### src/rtl/c_addsub_pipe.sv
// Multi-lane pipelined signed add/sub with valid/ready flow control and per-lane overflow.
// Optional saturation on overflow is enabled by defining C_ADDSUB_SAT_EN.
module c_addsub_pipe #(
    parameter int WIDTH  = 32,
    parameter int LANES  = 4,
    parameter int STAGES = 2
) (
    input  logic                   CLK,
    input  logic                   RSTN,
    input  logic                   IN_VALID,
    output logic                   IN_READY,
    input  logic [LANES-1:0]       ADD,
    input  logic [LANES*WIDTH-1:0] A,
    input  logic [LANES*WIDTH-1:0] B,
    output logic                   OUT_VALID,
    input  logic                   OUT_READY,
    output logic [LANES*WIDTH-1:0] S,
    output logic [LANES-1:0]       OVF
);

    logic                                 adv;
    logic [LANES*WIDTH-1:0]               s_d;
    logic [LANES-1:0]                     ovf_d;
    logic [STAGES-1:0]                    vld_q;
    logic [STAGES-1:0][LANES*WIDTH-1:0]   s_q;
    logic [STAGES-1:0][LANES-1:0]         ovf_q;

    // Whole pipeline moves as one; bubbles are held, never collapsed.
    assign adv      = !vld_q[STAGES-1] || OUT_READY;
    assign IN_READY = adv;

    always_comb begin : arith
        logic [WIDTH:0] a_ext;
        logic [WIDTH:0] b_ext;
        logic [WIDTH:0] r;
        s_d   = '0;
        ovf_d = '0;
        a_ext = '0;
        b_ext = '0;
        r     = '0;
        for (int unsigned i = 0; i < LANES; i++) begin
            a_ext = {A[i*WIDTH+WIDTH-1], A[i*WIDTH +: WIDTH]};
            b_ext = {B[i*WIDTH+WIDTH-1], B[i*WIDTH +: WIDTH]};
            r     = ADD[i] ? (a_ext + b_ext) : (a_ext - b_ext);
            ovf_d[i] = r[WIDTH] ^ r[WIDTH-1];
`ifdef C_ADDSUB_SAT_EN
            if (ovf_d[i]) begin
                s_d[i*WIDTH +: WIDTH] = r[WIDTH] ? {1'b1, {(WIDTH-1){1'b0}}}
                                                 : {1'b0, {(WIDTH-1){1'b1}}};
            end else begin
                s_d[i*WIDTH +: WIDTH] = r[WIDTH-1:0];
            end
`else
            s_d[i*WIDTH +: WIDTH] = r[WIDTH-1:0];
`endif
        end
    end

    always_ff @(posedge CLK or negedge RSTN) begin
        if (!RSTN) begin
            vld_q <= '0;
            s_q   <= '0;
            ovf_q <= '0;
        end else if (adv) begin
            vld_q[0] <= IN_VALID;
            s_q[0]   <= s_d;
            ovf_q[0] <= ovf_d;
            for (int unsigned k = 1; k < STAGES; k++) begin
                vld_q[k] <= vld_q[k-1];
                s_q[k]   <= s_q[k-1];
                ovf_q[k] <= ovf_q[k-1];
            end
        end
    end

    assign OUT_VALID = vld_q[STAGES-1];
    assign S         = s_q[STAGES-1];
    assign OVF       = ovf_q[STAGES-1];

endmodule

### config.mk
export PLATFORM = sky130hd
export DESIGN_NAME = c_addsub_pipe
export DESIGN_NICKNAME = d
export VERILOG_FILES = /design/src/rtl/c_addsub_pipe.sv
export SDC_FILE = /design/constraint.sdc
export NUM_CORES = 1
export LEC_CHECK = 0
export ABC_AREA = 1
export CAP_MARGIN = 10
export CELL_PAD_IN_SITES_DETAIL_PLACEMENT = 0
export CELL_PAD_IN_SITES_GLOBAL_PLACEMENT = 1
export CORE_MARGIN = 4
export CORE_UTILIZATION = 41
export DETAILED_ROUTE_END_ITERATION = 12
export PLACE_DENSITY = 0.95
export SETUP_SLACK_MARGIN = 0.4
export SLEW_MARGIN = 20
export SYNTH_ARGS = -nofsm -noshare
export SYNTH_HDL_FRONTEND = slang
export SYNTH_SLANG_ARGS = --single-unit
### constraint.sdc
create_clock -name CLK -period 3.2 [get_ports CLK]
set_clock_uncertainty 0.2 [all_clocks]
set_input_delay 0.64 -clock CLK [delete_from_list [all_inputs] [get_ports CLK]]
set_output_delay 0.64 -clock CLK [all_outputs]
set_load 0.02 [all_outputs]
Word-level counts from Yosys, hierarchy flattened. Index checks and enable logic that the tools add are counted. Widths: inputs -> output; s select.

$add $sub $neg: 8. Muxes and demuxes: 4. Bitwise logic cells: 4. Reduce and logical (&&, ||, !) cells: 2.

Operator list (count): $add 32x32->33 (4); $mux 33 (4); $sub 32x32->33 (4); $xor 1x1->1 (4); $logic_not 1->1 (1); $logic_or 1x1->1 (1).

Register bits after elaboration: 266. Input port bits: 264. Output and inout port bits: 134.

Depth between registers and ports, before layout.
Depth after elaboration: 3. Mapped depth: 26. Depth with buffers taken out: 26.

Least setup slack after synthesis. No wires, ideal clock.

Path kind: input to register. From: in B[97]. To: reg ovf_q[3] (netlist name). Arrival time: 3.030 ns. Slack: -0.148 ns. Stages on the path: 20. Buffers on the path: 0. Cells stage by stage: inv_1 > ha_1 > nand3_1 > nor2_4 > nand4_2 > o21ai_0 > o21ai_1 > xor2_1 > ha_1 > nand2_1 > nor2_1 > nand2_1 > nor4_2 > nand2_1 > nand2_1 > nand2_1 > nand2_1 > nand2_1 > nand3_1 > nand2_1.

Cells in the longest elaborated chain, start to end: 3. Elaborated cells on any way between the ends: 4.

RTL lines: from (decl) (RTL line 14) `input logic [LANES*WIDTH-1:0] B,`; $sub 32x32->33 / $add 32x32->33 (equally long branches) (RTL line 44) `r = ADD[i] ? (a_ext + b_ext) : (a_ext - b_ext);`; $mux 33 * (RTL line 44); $xor 1x1->1 * (RTL line 45) `ovf_d[i] = r[WIDTH] ^ r[WIDTH-1];`; to (signal, indexed assignment) (RTL line 71) `ovf_q[k] <= ovf_q[k-1];`; to (decl) (RTL line 26) `logic [STAGES-1:0][LANES-1:0] ovf_q;`.

Every way passes the cells marked *; elsewhere a longest branch is shown, timed or not. A chain may end at the register's enable or synchronous reset.

Worst setup path in the final report.
From: in B[18]. To: reg ovf_q[0] (netlist name).

Same word-level chain as after synthesis.

==> flow_metrics.py <==
metrics = {
    "status": {
        "outcome": "complete, but fails checks",
        "violations": "setup timing",
    },
    "power": {
        "total_power_mw": 18.2,
        "leakagePower_nw": 18.2,
        "power_per_cell_area_mw_per_mm2": 486,
        "irDropWorstVdd_v": 0.000459,
    },
    "critical_path": {
        "crit_buf_inv": 2,
        "critPathMostFrequentCell": "sky130_fd_sc_hd__nand2_2",
        "critical_path.endpoint_type": "flip-flop",
        "worst_setup_path_start_kind": "input port",
        "crit_chain": "clkdlybuf4s15_1, nor2_1, nand4_1, nor3_2, inv_2, nor2_4, nand2_1, nand2_2, nand2_1, xor2_1, ha_1, nand2_2, nor2_4, nand3_2, nor3_2, nand2_2, nand2_2, nand2_2, nand2_2, nand3_2, nand3_2, nand2_1",
        "rr_startpoint": "vld_q[1]",
        "slowest_stage": "sky130_fd_sc_hd__ha_1",
        "r2r_end": "S[29]",
        "timing.critical_path.slowest_cell_delay_ps": 370,
        "regToRegSetupSlack_ps": 1110,
        "critPathArrivalTime_ps": 3480,
        "crit_fanout": 4,
        "worstPathRequired_ps": 3460,
        "cp_top_family": "simple AND/OR/NAND/NOR gates",
        "r2r_cells": 5,
        "critPathKind": "in -> reg",
    },
    "sta": {
        "setup_ws_ps": -21.8,
        "grt_setup_unrepaired": "yes",
        "final-hold-violation-count": 0,
        "fin_hold_ws_ps": 225,
        "slew_violations": 0,
        "maximum_frequency_from_static_timing_analysis_mhz": 310,
        "final_min_period_over_clock_period_pct": 101,
        "setup_viol": 1,
        "relSlewSlack_pct": 48.3,
        "fin_crit_ps": 3220,
        "worst-slew-pin-transition_ps": 776,
    },
    "min_path": {
        "hold_end": "s_q[96]",
        "worstHoldPathType": "in -> reg",
        "hold_path_startpoint": "B[96]",
        "timing.hold.worst_path_depth": 4,
    },
    "route": {
        "ant_nets": 0,
        "post-route-drc-count": 0,
        "routed_wire_length_per_instance_um": 17.5,
        "route.vias.total": 26500,
        "drt_iter0_drc": 1845,
        "drt_pass1_iterations": 6,
        "postRouteWirelength_um": 88600,
        "detail_route.vias_per_cell": 5.23,
    },
    "clock_tree": {
        "cts-root-to-sink-buffers": 3,
        "cts_num_sinks": 266,
        "cts-buffers-inserted": 31,
        "clock_latency_ps": 570,
        "tritoncts": "built",
        "path_clk_slew_ps": 60,
        "clock-root-buffer": "sky130_fd_sc_hd__clkbuf_16",
        "htree_levels": 1,
    },
    "finish": {
        "final_area_mm2": 0.0375,
        "synthToLayoutAreaGrowth_pct": 66.9,
        "number_of_nets_in_the_finished_design": 4745,
        "diodes": 0,
        "layout-drive-gt1-share_pct": 40.4,
        "postLayoutCoreUtil_pct": 69.4,
    },
    "synth": {
        "yosys-top-cells-count": "1204 x sky130_fd_sc_hd__nand2_1, 315 x sky130_fd_sc_hd__inv_1, 266 x sky130_fd_sc_hd__dfrtp_1",
        "postSynthAreaPerCell_um2": 6.73,
        "count_of_flip_flops_with_a_built_in_enable_after_synthesis": 0,
        "async_reset_ff_share_pct": 100,
        "synth_cell_type_count": 54,
        "seq_area_frac_synth_pct": 29.6,
        "ys.flop_type": "sky130_fd_sc_hd__dfrtp_1",
        "synth-warning-count": 0,
        "post_synth_top_area_share_pct": 29.6,
        "synth_area_mm2": 0.0225,
        "synthesized_netlist_net_count": 3737,
        "synth.most_common_cell": "sky130_fd_sc_hd__nand2_1",
        "post-synth-top-area-cell": "sky130_fd_sc_hd__dfrtp_1",
        "syn-instance-count": 3337,
        "netlist_top_cells_area": "sky130_fd_sc_hd__dfrtp_1 30%, sky130_fd_sc_hd__nand2_1 20%, sky130_fd_sc_hd__ha_1 7.4%, sky130_fd_sc_hd__inv_1 5.3%, sky130_fd_sc_hd__buf_4 4.4%",
        "synth.ff_latch_count": 266,
    },
    "die": {
        "die_w_um": 242,
        "num_io_pins": 398,
        "dieArea_mm2": 0.0586,
        "floorplan.rows": 85,
        "placeableCoreArea_mm2": 0.0540,
        "floorplan.initialDensity_pct": 41.6,
        "chipHeight_um": 242,
    },
    "run": {
        "drv.max_cap_violation_count": 0,
    },
    "placement": {
        "dp.final_hpwl_um": 59500,
        "globalplace.congestion": 0.972,
        "place.port_buffers": 397,
        "dp_slack_ps": -918,
        "place_area_mm2": 0.0315,
    },
    "global_routing": {
        "globalRoute.totalOverflow": 0,
        "grt_overall_usage_pct": 25.9,
        "maximum_number_of_pins_on_one_net_before_global_route_repair": 168,
        "first_pass_grt_wire_length_um": 127000,
        "grt_antenna_before_repair": 0,
        "grt_pass1_vias": 25100,
    },
}
how the worst max path moves through the flow:
stage / start / end / cells after the start
CTS: B[65] / ovf_q[2] / 24
finish: B[18] / ovf_q[0] / 22
floorplan: B[65] / ovf_q[2] / 23
global placement: B[112] / ovf_q[3] / 21
global route: B[18] / ovf_q[0] / 22
detailed placement: B[96] / ovf_q[3] / 23
metal layers:
metal / share of wire [%] / track usage [%]
met2: 49 / 45.6
met1: 40 / 32.5
met4: 5.6 / 9.37
met5: 0 / 0
met3: 5.6 / 3.33
state kept, by name (all words and copies together), names as in the netlist:
name   cells
S        128
s_q      128
OVF        4
ovf_q      4
vld_q      2
worst min-delay path, stage by stage:
cell and delay, ps:
sky130_fd_sc_hd__buf_6 110, sky130_fd_sc_hd__ha_1 120, sky130_fd_sc_hd__nand2_1 50, sky130_fd_sc_hd__nand2_1 50
area by class of cell:
cell class	instances	area (µm²)
clock buffers	39	856
clock inverters	15	161
fillers	3834	16500
inverters	326	1320
multi-input cells	2542	17500
flip-flops and latches	266	6660
well taps	696	871
repair buffers	1177	10100
repair inverters	1	5.00
per-stage QoR:
| stage | instances | setup TNS [ps] |
|---|---|---|
| finish | 5062 | -21.8 |
| global route | 5062 | -407 |
| CTS | 4987 | 0 |
| detailed placement | 4827 | -70130 |
| global placement | 4827 | -64960 |
| floorplan | 3337 | -24.1 |
placed cells by master (no fill, tap or decap), types with 31 or more instances in the layout:
| cell | count |
|---|---|
| sky130_fd_sc_hd__buf_6 | 101 |
| sky130_fd_sc_hd__buf_4 | 676 |
| sky130_fd_sc_hd__clkbuf_16 | 31 |
| sky130_fd_sc_hd__dfrtp_1 | 266 |
| sky130_fd_sc_hd__inv_1 | 243 |
| sky130_fd_sc_hd__nand3_2 | 65 |
| sky130_fd_sc_hd__inv_2 | 66 |
| sky130_fd_sc_hd__nor2_1 | 126 |
| sky130_fd_sc_hd__clkdlybuf4s50_1 | 301 |
| sky130_fd_sc_hd__nor2_4 | 91 |
| sky130_fd_sc_hd__nor2_2 | 60 |
| sky130_fd_sc_hd__a21oi_1 | 45 |
| sky130_fd_sc_hd__o21ai_0 | 99 |
| sky130_fd_sc_hd__nand3_1 | 116 |
| sky130_fd_sc_hd__nand2_1 | 960 |
| sky130_fd_sc_hd__ha_4 | 35 |
| sky130_fd_sc_hd__o21ai_1 | 47 |
| sky130_fd_sc_hd__nand2_4 | 55 |
| sky130_fd_sc_hd__ha_1 | 83 |
| sky130_fd_sc_hd__a21oi_2 | 63 |
| sky130_fd_sc_hd__xor2_1 | 77 |
| sky130_fd_sc_hd__xnor2_1 | 64 |
| sky130_fd_sc_hd__nand2_2 | 198 |
kinds of logic (layout without fill, tap and decap cells):
logic type | after synthesis | after routing | share of synthesized area [%]
buf+inv | 529 | 1558 | 11.1
compound gates | 415 | 415 | 10.9
fa+ha+maj | 136 | 136 | 7.71
simple gates | 1823 | 1823 | 34.1
flops | 266 | 266 | 29.6
xor+xnor | 168 | 168 | 6.55
power by group:
part           internal, mW  switching [mW]
Combinational          4.40            5.09
Clock                  2.12            1.49
Sequential             4.41           0.720
timing repair:
action | in CTS | in global routing
pin swaps | 331 | 424
hold endpoints to repair | 46 | 0
resized for setup | 574 | 685
hold buffers | 1 | 0
setup endpoints to repair | 101 | 99
cloned | 1 | 0
setup buffers | 104 | 75
Power figures use the tool's default switching activity.
